`src/rtl/bus_channel_arbiter.sv`:
```
// Round-robin arbiter sharing one request/response bus channel between N_MASTERS masters.
// The grant is held until the slave completes, the master aborts, or the timeout fires.
module bus_channel_arbiter #(
   parameter int N_MASTERS = 2,
   parameter int AW        = 8,
   parameter int DW        = 32,
   parameter int IW        = 4,
   parameter int TIMEOUT   = 16
) (
   input  logic                    clk,
   input  logic                    rst,
   input  logic [N_MASTERS-1:0]    m_valid,
   input  logic [N_MASTERS*AW-1:0] m_addr,
   input  logic [N_MASTERS*DW-1:0] m_wdata,
   input  logic [N_MASTERS*IW-1:0] m_id,
   output logic [N_MASTERS-1:0]    m_ready,
   output logic [N_MASTERS*2-1:0]  m_resp,
   output logic [N_MASTERS*DW-1:0] m_rdata,
   output logic                    s_valid,
   output logic [AW-1:0]           s_addr,
   output logic [DW-1:0]           s_wdata,
   output logic [IW-1:0]           s_id,
   input  logic                    s_ready,
   input  logic [1:0]              s_resp,
   input  logic [DW-1:0]           s_rdata,
   output logic [N_MASTERS-1:0]    grant,
   output logic                    busy,
   output logic                    timeout_err
);

   localparam int IDXW = (N_MASTERS > 1) ? $clog2(N_MASTERS) : 1;
   localparam int CW   = (TIMEOUT > 1) ? $clog2(TIMEOUT) : 1;
   localparam logic [CW-1:0] CNT_LAST = CW'((TIMEOUT > 0) ? TIMEOUT - 1 : 0);

   typedef enum logic [1:0] {
      ST_IDLE = 2'd0,
      ST_BUSY = 2'd1,
      ST_ERR  = 2'd2
   } state_t;

   state_t          state_q,   state_d;
   logic [IDXW-1:0] rr_ptr_q,  rr_ptr_d;
   logic [IDXW-1:0] gnt_idx_q, gnt_idx_d;
   logic [CW-1:0]   cnt_q,     cnt_d;

   logic            pick_found;
   logic [IDXW-1:0] pick_idx;
   logic [IDXW:0]   cand;
   logic [IDXW-1:0] next_ptr;

   // NOTE: state registers use non-blocking assignments so every flop samples pre-edge values.
   always_ff @(posedge clk or posedge rst) begin
      if (rst) begin
         state_q   <= ST_IDLE;
         rr_ptr_q  <= '0;
         gnt_idx_q <= '0;
         cnt_q     <= '0;
      end else begin
         state_q   <= state_d;
         rr_ptr_q  <= rr_ptr_d;
         gnt_idx_q <= gnt_idx_d;
         cnt_q     <= cnt_d;
      end
   end

   // NOTE: every combinational output gets a default first so no path can infer a latch.
   always_comb begin
      pick_found = 1'b0;
      pick_idx   = '0;
      cand       = '0;
      for (int k = 0; k < N_MASTERS; k++) begin
         cand = {1'b0, rr_ptr_q} + (IDXW+1)'(k);
         if (cand >= (IDXW+1)'(N_MASTERS)) begin
            cand = cand - (IDXW+1)'(N_MASTERS);
         end
         if (!pick_found && m_valid[cand[IDXW-1:0]]) begin
            pick_found = 1'b1;
            pick_idx   = cand[IDXW-1:0];
         end
      end
   end

   assign next_ptr = (gnt_idx_q == IDXW'(N_MASTERS - 1)) ? '0 : gnt_idx_q + IDXW'(1);

   always_comb begin
      state_d   = state_q;
      rr_ptr_d  = rr_ptr_q;
      gnt_idx_d = gnt_idx_q;
      cnt_d     = cnt_q;
      case (state_q)
         ST_IDLE: begin
            if (pick_found) begin
               gnt_idx_d = pick_idx;
               state_d   = ST_BUSY;
            end
         end
         ST_BUSY: begin
            // Completion outranks the timeout terminal count; an abort releases silently.
            if (s_ready || !m_valid[gnt_idx_q]) begin
               state_d  = ST_IDLE;
               rr_ptr_d = next_ptr;
               cnt_d    = '0;
            end else if (TIMEOUT != 0 && cnt_q == CNT_LAST) begin
               state_d = ST_ERR;
               cnt_d   = '0;
            end else if (TIMEOUT != 0) begin
               cnt_d = cnt_q + CW'(1);
            end
         end
         ST_ERR: begin
            state_d  = ST_IDLE;
            rr_ptr_d = next_ptr;
            cnt_d    = '0;
         end
         default: begin
            state_d = ST_IDLE;
            cnt_d   = '0;
         end
      endcase
   end

   always_comb begin
      grant       = '0;
      busy        = (state_q != ST_IDLE);
      s_valid     = 1'b0;
      s_addr      = '0;
      s_wdata     = '0;
      s_id        = '0;
      m_ready     = '0;
      m_resp      = '0;
      m_rdata     = '0;
      timeout_err = 1'b0;
      case (state_q)
         ST_BUSY: begin
            grant[gnt_idx_q]              = 1'b1;
            s_valid                       = m_valid[gnt_idx_q];
            s_addr                        = m_addr[gnt_idx_q*AW +: AW];
            s_wdata                       = m_wdata[gnt_idx_q*DW +: DW];
            s_id                          = m_id[gnt_idx_q*IW +: IW];
            m_ready[gnt_idx_q]            = s_ready;
            m_resp[gnt_idx_q*2 +: 2]      = s_resp;
            m_rdata[gnt_idx_q*DW +: DW]   = s_rdata;
         end
         ST_ERR: begin
            grant[gnt_idx_q]              = 1'b1;
            m_ready[gnt_idx_q]            = 1'b1;
            m_resp[gnt_idx_q*2 +: 2]      = 2'b10;
            timeout_err                   = 1'b1;
         end
         default: begin
         end
      endcase
   end

endmodule

```
`config.mk`:
```
export PLATFORM = sky130hd
export DESIGN_NAME = bus_channel_arbiter
export DESIGN_NICKNAME = d
export VERILOG_FILES = /design/src/rtl/bus_channel_arbiter.sv
export SDC_FILE = /design/constraint.sdc
export NUM_CORES = 1
export LEC_CHECK = 0
export CAP_MARGIN = 20
export CORE_MARGIN = 10
export CORE_UTILIZATION = 25
export DETAILED_ROUTE_END_ITERATION = 8
export PLACE_DENSITY = 0.83
export REMOVE_ABC_BUFFERS = 1
export SLEW_MARGIN = 30
export SYNTH_ARGS = -nofsm -noshare
export SYNTH_HDL_FRONTEND = slang
export SYNTH_SLANG_ARGS = --single-unit
```
`constraint.sdc`:
```
create_clock -name clk -period 2.7 [get_ports clk]
set_input_delay 0.405 -clock clk [delete_from_list [all_inputs] [get_ports clk]]
set_output_delay 0.405 -clock clk [all_outputs]
set_load 0.1 [all_outputs]
```
==> out/metrics.cfg, run 1 <==
[grt]
antenna_found_initial=0
grt_pass1_wl_um=17000
grtUsageTotal_pct=21.2
grt_pass1_vias=2745
grt-ovfl-total=0
grt_max_degree=35

[worst_setup_path]
critPathMaxFanout=32
reg2reg_to=cnt_q[3]$_DFFE_PP0N_
r2r_start=state_q[1]$_DFFE_PP0P_
worstPathRequired_ps=2300
reg2reg_slack_ps=580
start_kind=flip-flop
cp-end-kind=output pin
cp.arrival_ps=2070
worstSetupPathType=flip-flop to output pin
r2r_cells=5

[synth]
yosys-top-cells-area=mux2i_1 (26%), nor2b_1 (17%), and3_1 (12%)
yosysWarnings=0
async_flop_share_pct=100
synth-edff-count=0
synth_cells=237
yosysTopAreaCell=mux2i_1
seq_area_frac_synth_pct=11.6
yosys_most_used_dff=dfrtp_1
synth.distinct_cells=28
ys_ff_latch=8
synth_top_area_share_pct=26.1
syn-cell-area_um2=1720
avgSynthCellArea_um2=7.27

[finish]
fin_nets=600
nFillCells=406
area_growth_pct=216
layout-drive-gt1-share_pct=27.6

[timing]
rsz0062_at_grt=no
drv_slew=0
slew-limit-headroom_pct=63.9
worst_slack_ps=227
fmax_ghz=0.404
finalCritPeriodShare_pct=91.6
min_period_ps=2470
setup_viol=0
finalSetupTns_ps=0
final_hold_viol_count=0
max_slew.worst_pin.slew_ps=540
clock_skew_ps=6.14

[placement]
place_ws_ps=454
gp_congestion=0.833
port_buffers=245
detailed_place_hpwl_um=11000

[route]
via_count=2666
viasPerCell=4.86
drtIter0Drc=83
met3_length_um=1290
maxUsedRoutingLayer=met4
wirelength_um=12400
wl_met1_um=3640
final_antenna_net_count=0
wl_per_cell_um=22.6
drc=0
dr.pass1.iters=4
wl_met2_um=7150

[run]
cap_violations=0

[clocking]
htreeDepth=1
cts-root-buf=clkbuf_8
cts.sinks=8
worstSkewPairLatency_ps=230
cts_resized=0
cts_tree=built
cts_setup_buffers=0
numCtsBuffers=3
ctsLongestPathBuffers=2
clk_pin_slew_ps=40
postCtsHoldBufs=0

[floorplanning]
die_area_um2=10600
die_x_um=103
fp-row-count=30
ioPinCount=246
start_util_pct=25.5
core_region_area_um2=6760
die_h_um=103

[hold_path]
hold_path_class=input port to async pin

[status]
outcome=completed

==> layout make-up <==
class                   count  area (um2)  share of cell area (%)
repair buffers            250        3660                    67.2
multi-input cells         199        1410                    25.9
flip-flops and latches      8         204                    3.75
well taps                  80         100                    1.84
clock buffers               4        45.0                   0.828
inverters                   7        26.3                   0.483
diodes                      1        2.50                  0.0460
==> layer usage <==
metal	up-vias	GRT usage (%)
met2	142	43.6
met4	0	5.99
li1	1264	-
met3	28	7.84
met5	-	0
met1	1232	18.1
==> per-stage QoR <==
stage / instance area, um2 / std cells / util [%] / hold WS (ps)
CTS: 5440 / 548 / 80.5 / 424
finish: 5440 / 549 / 80.6 / 423
global route: 5440 / 548 / 80.5 / 441
floorplan: 1630 / 214 / - / 221
global placement: 5400 / 544 / 79.9 / 493
detailed placement: 5400 / 544 / 79.9 / 541
==> synth_stat cells (2+ instances only) <==
cell type  number
clkbuf_1       18
nand2b_1        2
nand2_1         5
mux2i_1        45
dfrtp_1         8
buf_1           4
o21ai_0         3
nor2_1          9
nor2b_1        46
and2_1         32
a21o_1          3
ha_1            4
a21oi_1         5
inv_1           7
and3_1         33
==> cell usage in the layout (no fill, tap or decap), types with 2 or more instances in the layout <==
cell and n:
clkdlybuf4s50_1 126, buf_12 117, nor2b_1 46, mux2i_1 45, and3_1 33, and2_1 32, nor2_1 9, inv_1 7
dfrtp_1 7, buf_4 7, nand2_1 5, a21oi_1 5, o21ai_0 3, a21o_1 3, ha_1 3, clkbuf_8 3
nand2b_1 2
==> worst max-delay path by stage <==
stage,to,depth (start not counted),startpoint
after floorplan,s_valid,2,gnt_idx_q$_DFFE_PP0P_
after CTS,m_rdata[8],6,state_q[1]$_DFFE_PP0P_
final,m_rdata[8],6,state_q[1]$_DFFE_PP0P_
after detailed placement,m_rdata[8],6,state_q[1]$_DFFE_PP0P_
after global placement,m_rdata[20],6,state_q[1]$_DFFE_PP0P_
after global routing,m_rdata[8],6,state_q[1]$_DFFE_PP0P_
==> state kept, by name, indices dropped and copies added (netlist names) <==
| register | count |
|---|---|
| gnt_idx_q | 1 |
| state_q | 2 |
| cnt_q | 4 |
| rr_ptr_q | 1 |
==> worst max-delay path: stages (launching register included) <==
cell	delay (ps)
dfrtp_1	390
inv_1	90
ha_2	450
nor2b_1	180
buf_4	270
and2_1	250
buf_12	190
==> cells by family after synthesis <==
family / count (synthesis) / share of synthesized area, %
and+or+nand+nor: 134 / 47.0
muxes: 45 / 26.1
buffers and inverters: 30 / 6.75
AOI/OAI and AO/OA: 16 / 5.59
DFF: 8 / 11.6
adders and majority gates: 4 / 2.90
Power of run 1 is left out: the tool's default activity adds up to more than one toggle a clock period on the data nets, which glitch-free logic cannot reach.
==> run 2, diff against run 1 <==
Settings changed: CORE_AREA set to 2 2 94 96, CORE_MARGIN 10 to unset, CORE_UTILIZATION 25 to unset, DIE_AREA set to 0 0 96 98, PLACE_DENSITY 0.83 to 0.7, SLEW_MARGIN 30 to 20.
==> run 2 against run 1 <==
  * Worst setup slack better by 93 ps
  * Final area rose by 0.74%
  * Non-clock buffer count increased by 1
  * First-iteration DRC count is 31% lower
  * Maximum frequency up 3.9%
  * Critical endpoint is now s_wdata[15]
==> out/metrics.cfg, run 2 (same netlist as run 1, synthesis figures left out) <==
[timing]
slew-limit-headroom_pct=65.9  ; was 63.9%
max_slew.worst_pin.slew_ps=510  ; was 540 ps
drv_slew=0  ; unchanged
rsz0062_at_grt=no  ; unchanged
whs_ps=412  ; was 423 ps
fmax_ghz=0.420  ; was 0.404 GHz
clock_skew_ps=2.24  ; was 6.14 ps
min_period_ps=2380  ; was 2470 ps
finalCritPeriodShare_pct=88.2  ; was 91.6%
finalSetupTns_ps=0  ; unchanged
setup_viol=0  ; unchanged
final_hold_viol_count=0  ; unchanged

[route]
wirelength_um=9300  ; was 12,400 um
final_antenna_net_count=0  ; unchanged
dr.pass1.iters=4  ; unchanged
viasPerCell=4.43  ; was 4.86
wl_per_cell_um=16.1  ; was 22.6 um
drtIter0Drc=57  ; was 83
drc=0  ; unchanged
via_count=2557  ; was 2,666

[run]
cap_violations=0  ; unchanged

[finish]
diodes=0  ; was 1
layout-drive-gt1-share_pct=27.7  ; was 27.6%
final_common_cell=clkdlybuf4s50_1  ; unchanged
layout_common_cells=clkdlybuf4s50_1 (126), buf_12 (117), nor2b_1 (46)  ; unchanged
top_regs=cnt_q: 4 flops, state_q: 2 flops  ; unchanged
largest_register_ffs=4  ; unchanged
area_growth_pct=218  ; was 216%
fin_nets=601  ; was 600
fin_util_pct=64.8  ; was 80.6%
top_register=cnt_q  ; unchanged
nFillCells=683  ; was 406
fin_area_um2=5480  ; was 5440 um2

[grt]
grt_max_degree=46  ; was 35
grt_pass1_wl_um=13700  ; was 17,000 um
grtUsageTotal_pct=18.6  ; was 21.2%
grt_pass1_vias=2535  ; was 2,745
grt-ovfl-total=0  ; unchanged
antenna_found_initial=0  ; unchanged

[worst_setup_path]
start_kind=flip-flop  ; unchanged
worstSetupPathType=flip-flop to output pin  ; unchanged
reg2reg_slack_ps=620  ; was 580 ps
cp.arrival_ps=1980  ; was 2070 ps
startpoint=gnt_idx_q$_DFFE_PP0P_  ; was state_q[1]$_DFFE_PP0P_
cp-end-kind=output pin  ; unchanged
r2r_start=state_q[1]$_DFFE_PP0P_  ; unchanged
critPathMaxFanout=45  ; was 32
worstPathRequired_ps=2300  ; about the same

[clocking]
htreeDepth=1  ; unchanged
ctsLongestPathBuffers=2  ; unchanged
cts_resized=0  ; unchanged
postCtsHoldBufs=0  ; unchanged
cts_tree=built  ; unchanged
cts.sinks=8  ; unchanged
cts_setup_buffers=0  ; unchanged
numCtsBuffers=3  ; unchanged
cts-root-buf=clkbuf_8  ; unchanged
clk_pin_slew_ps=40  ; about the same
worstSkewPairLatency_ps=230  ; about the same

[floorplanning]
die_area_um2=9410  ; was 10,600 um2
fp-row-count=34  ; was 30
start_util_pct=20.4  ; was 25.5%
core_region_area_um2=8470  ; was 6760 um2
die_x_um=96  ; was 103 um
ioPinCount=246  ; unchanged
die_h_um=98  ; was 103 um

[placement]
place_area_um2=5440  ; was 5400 um2
gp_congestion=0.868  ; was 0.833
detailed_place_hpwl_um=8100  ; was 11,000 um
port_buffers=245  ; unchanged

[hold_path]
hold_path_class=input port to async pin  ; unchanged

[status]
outcome=completed  ; unchanged

## run 2: cell types whose count changed in the layout (fill, tap and decap cells not counted), sizes merged
| cell | delta |
|---|---|
| diode | -1 |
| buf | +1 |
## run 2: critical path: stages (launching register included)
cell	delay [ps]
dfrtp_4	720
buf_4	400
mux2i_1	130
nor2b_1	230
buf_12	210
## run 2: metal layers
| layer | global-route usage, % | wire (um) | vias to the layer above |
|---|---|---|---|
| li1 | - | - | 1264 |
| met1 | 19.3 | 3140 | 1151 |
| met2 | 34.8 | 4980 | 129 |
| met3 | 6.02 | 958 | 13 |
| met4 | 5.16 | 219 | 0 |
| met5 | 0 | 0 | - |
## run 2: area by class of cell
cell class,count,area (um2),area share (%)
multi-input cells,199,1410,25.7
inverters,7,26.3,0.479
flip-flops and latches,8,204,3.72
clock buffers,4,45.0,0.822
repair buffers,251,3660,66.8
well taps,108,135,2.46
## run 2: path summary, 6_finish.rpt
kind,cells after the start,to
max,4,s_wdata[15]
min,2,state_q[0]$_DFFE_PP0P_
max in group asynchronous,2,gnt_idx_q$_DFFE_PP0P_
min reg2reg,2,rr_ptr_q$_DFFE_PP0P_
min in group clk,2,rr_ptr_q$_DFFE_PP0P_
max reg2reg,6,cnt_q[3]$_DFFE_PP0N_
## run 2: per-stage QoR
| stage | std cells | setup WS, ps |
|---|---|---|
| after floorplan | 214 | -1390 |
| after detailed placement | 573 | 466 |
| after global routing | 577 | 151 |
| after global placement | 573 | 533 |
| final | 577 | 320 |
| after CTS | 577 | 297 |
Power of run 2 is left out for the same reason.
